## src/rtl/tpu_result_drain.sv

```systemverilog
// Result SRAM drain: on a rising end_, sweeps base..base+num_rows-1 and streams
// each row to the host through a 2-entry skid FIFO with credit-gated reads.
module tpu_result_drain #(
  parameter int ADDRESSSIZE    = 10,
  parameter int MATRIX_SIZE    = 8,
  parameter int PARTIAL_SUM_BW = 20
) (
  input  logic                                   clk,
  input  logic                                   rstn,
  input  logic                                   end_,
  input  logic [ADDRESSSIZE-1:0]                 base_addr,
  input  logic [ADDRESSSIZE:0]                   num_rows,
  output logic                                   res_rd_en,
  output logic [ADDRESSSIZE-1:0]                 res_addr,
  input  logic [PARTIAL_SUM_BW*MATRIX_SIZE-1:0]  res_data,
  output logic                                   m_valid,
  input  logic                                   m_ready,
  output logic [PARTIAL_SUM_BW*MATRIX_SIZE-1:0]  m_data,
  output logic                                   m_last,
  output logic                                   busy,
  output logic                                   done
);
  localparam int RW = PARTIAL_SUM_BW*MATRIX_SIZE;

  typedef enum logic [1:0] {IDLE, READ, FLUSH, DONE} state_t;
  typedef struct packed {
    logic          last;
    logic [RW-1:0] data;
  } row_t;

  state_t                 state, state_nxt;
  logic                   end_q, trigger;
  logic [ADDRESSSIZE-1:0] rd_addr;
  logic [ADDRESSSIZE:0]   remaining;
  logic                   rd_pend, rd_pend_last;
  logic                   rd_en, last_rd, push, pop;
  row_t                   fifo [2];
  logic                   wr_ptr, rd_ptr;
  logic [1:0]             occ;
  logic [2:0]             inflight;

  assign trigger  = end_ & ~end_q;
  assign push     = rd_pend;
  assign pop      = m_valid & m_ready;
  // Rows already buffered plus the read in flight, net of this cycle's pop.
  assign inflight = {1'b0, occ} + {2'b0, rd_pend} - {2'b0, pop};
  assign rd_en    = (state == READ) && (inflight < 3'd2);
  assign last_rd  = rd_en && (remaining == (ADDRESSSIZE+1)'(1));

  assign res_rd_en = rd_en;
  assign res_addr  = rd_addr;
  assign m_valid   = (occ != 2'd0);
  assign m_data    = m_valid ? fifo[rd_ptr].data : '0;
  assign m_last    = m_valid & fifo[rd_ptr].last;
  assign busy      = (state == READ) || (state == FLUSH);

  always_comb begin
    state_nxt = state;
    done      = 1'b0;
    case (state)
      IDLE:  if (trigger) state_nxt = (num_rows == '0) ? DONE : READ;
      READ:  if (last_rd) state_nxt = FLUSH;
      FLUSH: if (pop && m_last) state_nxt = DONE;
      DONE: begin
        done      = 1'b1;
        state_nxt = IDLE;
      end
      default: state_nxt = IDLE;
    endcase
  end

  always_ff @(posedge clk or negedge rstn) begin
    if (!rstn) begin
      state <= IDLE;
      end_q <= 1'b0;
    end else begin
      state <= state_nxt;
      end_q <= end_;
    end
  end

  // Address/count sweep; a trigger outside IDLE never reloads them.
  always_ff @(posedge clk or negedge rstn) begin
    if (!rstn) begin
      rd_addr      <= '0;
      remaining    <= '0;
      rd_pend      <= 1'b0;
      rd_pend_last <= 1'b0;
    end else begin
      if (state == IDLE && trigger) begin
        rd_addr   <= base_addr;
        remaining <= num_rows;
      end else if (rd_en) begin
        rd_addr   <= rd_addr + ADDRESSSIZE'(1);
        remaining <= remaining - (ADDRESSSIZE+1)'(1);
      end
      rd_pend      <= rd_en;
      rd_pend_last <= last_rd;
    end
  end

  always_ff @(posedge clk or negedge rstn) begin
    if (!rstn) begin
      for (int i = 0; i < 2; i++) fifo[i] <= '0;
      wr_ptr <= 1'b0;
      rd_ptr <= 1'b0;
      occ    <= 2'd0;
    end else begin
      if (push) begin
        fifo[wr_ptr] <= '{last: rd_pend_last, data: res_data};
        wr_ptr       <= ~wr_ptr;
      end
      if (pop) rd_ptr <= ~rd_ptr;
      case ({push, pop})
        2'b10:   occ <= occ + 2'd1;
        2'b01:   occ <= occ - 2'd1;
        default: occ <= occ;
      endcase
    end
  end
endmodule

```

## config.mk

```make
export PLATFORM = sky130hd
export DESIGN_NAME = tpu_result_drain
export DESIGN_NICKNAME = d
export VERILOG_FILES = /design/src/rtl/tpu_result_drain.sv
export SDC_FILE = /design/constraint.sdc
export NUM_CORES = 1
export LEC_CHECK = 0
export ABC_CLOCK_PERIOD_IN_PS = 4500
export CAP_MARGIN = 0
export CORE_MARGIN = 3
export CORE_UTILIZATION = 55
export DETAILED_ROUTE_END_ITERATION = 6
export GPL_TIMING_DRIVEN = 0
export PLACE_DENSITY = 0.82
export SYNTH_ARGS = -nofsm -noshare
export SYNTH_HDL_FRONTEND = slang
export SYNTH_SLANG_ARGS = --single-unit
```

## constraint.sdc

```tcl
create_clock -name clk -period 4.5 [get_ports clk]
set_input_delay 1.125 -clock clk [delete_from_list [all_inputs] [get_ports clk]]
set_output_delay 1.125 -clock clk [all_outputs]
set_load 0.01 [all_outputs]
```

=== Yosys cells after proc, flatten, opt, wreduce, memory -nomap -nowiden ===
Index checks and enable logic that the tools add are counted.

* $add $sub $neg: 6
* Multiply operators: 0
* Div/mod/pow operators: 0
* Order comparisons: 4
* Equality and inequality tests: 9
* Shift operators: 0
* Mux-type cells: 18
* Bitwise logic cells: 8
* Reductions and logical operators: 12

{| class="wikitable"
|+ Operators by type and width
! cell !! number
|-
| two-way mux 161 bit || 4
|-
| bitwise mux 322 bit || 1
|-
| demux 161 bit (select 1 bit) || 1
|-
| two-way mux 160 bit || 1
|-
| two-way mux 11 bit || 2
|-
| two-way mux 10 bit || 2
|-
| == test 11 x 1 -> 1 bit, second input constant || 1
|-
| logical NOT 11 bit || 1
|-
| subtractor 11 x 1 -> 11 bit, second input constant || 1
|-
| adder 10 x 1 -> 10 bit, second input constant || 1
|-
| two-way mux 2 bit || 4
|-
| case mux 2 bit (4 select lines) || 1
|-
| == test 2 bit, second input constant || 3
|-
| nonzero test 2 bit || 3
|-
| logical AND 1 bit || 5
|-
| == test 2 x 1 -> 1 bit, second input constant || 2
|-
| >= comparator 2 bit, second input constant || 2
|-
| inequality test 2 bit, second input constant || 2
|-
| inverter 1 -> 2 bit || 2
|-
| case mux 2 bit (2 select lines) || 1
|-
| adder 2 x 1 -> 3 bit || 1
|-
| AND 1 bit || 3
|-
| less-than comparator 3 x 2 -> 1 bit, second input constant || 1
|-
| inverter 1 bit || 3
|-
| other kinds (9) || 9
|}

* Register bits: 352
* Latch bits: 0
* Bits in writable memories: 0
* Memory bits (read-only): 0
* Bits of input ports: 185
* Output and inout bits: 175
* Logic and storage cells: 70
* Memories: 0

=== Logic depth before layout (Yosys ltp) ===
* Depth after elaboration: 8
* Mapped depth: 12
* Gate-level depth less buffers: 10

=== Worst setup path after synthesis ===
OpenSTA, ideal clock, no wires.

* Path kind: in2out
* From: input port m_ready
* To: output port res_rd_en
* Data arrival time: 2570 ps
* Required time: 3375 ps
* Path slack: 805 ps
* Cell stages on the path: 8
* Buffers on the path: 1
* Path through: nand2b_1 nor2_1 o21ai_0 fa_1 xor2_4 or2_1 buf_6 inv_8

* Longest elaborated chain between the ends: 4

{| class="wikitable"
|+ Ends and longest elaborated chain
! element !! line !! text
|-
| start: declaration || 17 || <nowiki>input logic m_ready,</nowiki>
|-
| AND 1 bit || 44 || <nowiki>assign pop = m_valid & m_ready;</nowiki>
|-
| subtractor 3 x 1 -> 3 bit || 46 || <nowiki>assign inflight = {1'b0, occ} + {2'b0, rd_pend} - {2'b0, pop};</nowiki>
|-
| less-than comparator 3 x 2 -> 1 bit || 47 || <nowiki>assign rd_en = (state == READ) && (inflight < 3'd2);</nowiki>
|-
| logical AND 1 bit || 47 ||
|-
| end: declaration || 13 || <nowiki>output logic res_rd_en,</nowiki>
|}

No other way between the ends.

=== Worst setup path in the final report ===
Same ends and word-level chain as after synthesis.

==> qor.txt <==
DR vias/cell: 5.384
Initial antenna violation count: 4
Crit-path max FO: 11
RSZ-0062 raised after global routing: false
Worst setup EP type: primary output
Crit path kind: in2out
Crit path launch: m_ready
CTS Buf Count: 38
Status: finished, final reports clean
Synth Warn #: 0
HP Start: fifo[302]$_DFFE_PN0P_
Hold endpoint: fifo[302]$_DFFE_PN0P_
Nets@finish: 1813
Clock Path Buffers: 3
Post-detail-place hpwl: 28460 um
Syn nets: 1410
Post-synth top area share: 0.5511
Worst Path Required: 3380 ps
Flop pwr share: 0.338
H-Tree Depth: 2
Die W: 176.5 um
Post-layout min period: 4372 ps
Initial Util: 0.5660
Switching Power: 5.608 mW
Number of max-cap violations: 0
Gr ovfl total: 0
Die Ht: 176.5 um
Clock network fraction of design power: 0.189
Leak: 9.349 nW
Design Power: 16.71 mW
Core Rows: 61
FF-to-FF path depth: 9
Area Growth Syn to Fin: 34.25%
Skew final: 8.296 ps
CP startpoint kind: input port
Top post-synthesis cells by area: dfrtp_1 55%, mux2_2 23%, mux2i_1 10%
Die ar.: 0.03114 sq mm
Yosys reg bits: 352
# IOs: 360
Fraction of layout cells with a size suffix above 1: 0.2822
Clock slew at reported path FFs: 60 ps
Fillers: 1873
Global Route Usage Sum: 0.2500
Worst hold path type: reg2reg
Most frequent cells in the layout: 357 x clkdlybuf4s50_1, 352 x dfrtp_1, 325 x mux2_2
Largest net degree at the start of global routing: 102
Routability congestion estimate: 0.8148
First-pass GRT wire length: 61690 um
Root Driver: clkbuf_16
Post-synth top area cell: dfrtp_1
P_int: 11.10 mW
Commonest non-fill, non-tap cell in the layout: clkdlybuf4s50_1
Final ANT Viol Nets: 0
Initial DRC Count: 473
Comb pwr share: 0.473
Fmax: 0.2287 GHz
# setup viols final: 0
Hold path cells: 1
Drt total wl: 39580 um
Max-Slew Margin vs Limit: 0.5321
Pin slew with the least headroom to its limit: 701.2 ps
Sw Ratio: 0.3356
Smallest hold slack: 502.6 ps
Reg2reg start: occ[0]$_DFFE_PN0P_
DRC: 0
DR WL/cell: 19.50 um
Area of the multi-input gates: 0.006760 sq mm
Seq. cell area: 0.008808 sq mm
Max-slew violation count: 0
Mean Syn Cell Area: 13.13 sq um
Initial DRT Pass Iterations: 4
Final Cycle Share: 0.9715
Mapped Area: 0.01598 sq mm
Sequential share of the synthesized area: 0.5511
DR vias: 10930
CTS sink cnt: 352
Core box area: 0.02824 sq mm
FF-to-FF setup slack: 1940 ps
TritonCTS clock tree: built
Vias in the first global route: 11550
Final Hold Fails: 0
IO Port Bufs: 359
Pwr Density: 778.7 mW/mm^2
VDD IR max: 0.4622 mV
Mapped Cells: 1217
Post-synth cell types: 35
CP arrival: 3250 ps
RR Endpoint: state[1]$_DFFE_PN0P_
Clock Latency Late Sink: 520 ps
-- registers in the layout, indices dropped and copies added (netlist names) --
| name | cells |
|---|---|
| occ | 2 |
| state | 2 |
| rd_pend_last | 1 |
| push | 1 |
| rd_ptr | 1 |
| wr_ptr | 1 |
| fifo | 322 |
| end_q | 1 |
| remaining | 11 |
| res_addr | 10 |
-- cell type report --
class	instances	share of cell area
diodes	4	0.0004665
plain buffers	77	0.01779
clock buffers	62	0.05755
clock inverters	6	0.002974
inverters	9	0.001924
multi-input cells	779	0.3151
flip-flops and latches	352	0.4105
well taps	378	0.02204
repair buffers	363	0.1717
-- synth_stat cells --
cell / instances
xnor2_1: 8
fa_1: 1
o21ai_0: 6
a21o_1: 1
inv_1: 8
nand4bb_1: 1
a31oi_1: 1
nand4_2: 2
nor2b_1: 2
nand2b_1: 1
nand4_1: 2
buf_2: 61
nand2_1: 13
inv_8: 1
nor2_1: 189
clkbuf_1: 14
a211oi_1: 1
nor4_1: 3
nand3b_1: 2
and4b_1: 1
xor2_1: 14
nor3_2: 1
nand3_1: 8
nand4b_1: 2
nor3_4: 2
or2_1: 1
and3_1: 1
dfrtp_1: 352
mux2_2: 325
mux2i_1: 163
xor2_4: 1
buf_6: 2
a21oi_1: 19
ha_1: 7
nor3_1: 1
-- critical path, cell delays in order --
cell             delay (ps)
clkdlybuf4s50_1         510
nand2b_1                 90
nor2_2                  130
o21ai_0                 130
fa_1                    460
xor2_4                  190
or2_1                   230
buf_6                   150
inv_8                    90
clkbuf_2                140
-- metrics by stage --
| step | setup TNS (ps) | setup WS [ps] | instances | utilization | instance area [sq um] |
|---|---|---|---|---|---|
| floorplan | 0 | 805.3 | 1217 | - | 15980 |
| global route | 0 | 33.60 | 2030 | 0.7598 | 21460 |
| detailed placement | -414.6 | -414.6 | 1957 | 0.7131 | 20140 |
| CTS | 0 | 5.038 | 2026 | 0.7595 | 21450 |
| global placement | -4379070 | -12470 | 1954 | 0.7100 | 20050 |
| finish | 0 | 128.1 | 2030 | 0.7598 | 21460 |
-- power by group through the flow --
stage | Clock (mW) | Combinational (mW) | Sequential (mW)
2_1_floorplan | 0 | 4.85 | 5.45
3_5_place_dp | 0 | 7.95 | 5.67
6_report | 3.16 | 7.91 | 5.64
4_1_cts | 3.22 | 8.01 | 5.63
3_3_place_gp | 0 | 7.79 | 5.59
5_1_grt | 3.36 | 8.53 | 5.83
-- worst max-delay path by stage --
stage,slack [ps],cells past startpoint,end
after floorplan,810,8,res_rd_en
after global placement,-12470,1,fifo[306]$_DFFE_PN0P_
after detailed placement,-410,10,res_rd_en
after CTS,5,10,res_rd_en
after global routing,30,10,res_rd_en
final,130,10,res_rd_en
-- repair_timing --
item	4_1_cts	5_1_grt
gates cloned	0	0
setup endpoints to repair	83	1
hold buffers	0	0
gates resized for setup	5	2
setup buffers	1	0
pin swaps	1	0
-- layer usage --
metal / GRT usage / vias to the layer above / share of wire
met1: 0.3176 / 5524 / 0.41
li1: - / 5041 / -
met4: 0.07594 / 0 / 0.026
met2: 0.4309 / 301 / 0.50
met3: 0.05570 / 63 / 0.063
met5: 0 / - / 0
-- logic make-up after synthesis --
family	Yosys count	synth area share
AO/OA/AOI/OAI	28	0.009160
XOR/XNOR	23	0.01378
adder cells (fa/ha/maj)	8	0.006732
buffers and inverters	86	0.02638
flip-flops	352	0.5511
multiplexers	488	0.3311
AND/OR/NAND/NOR	232	0.06177
No activity file was read; power rests on OpenSTA's default activity.
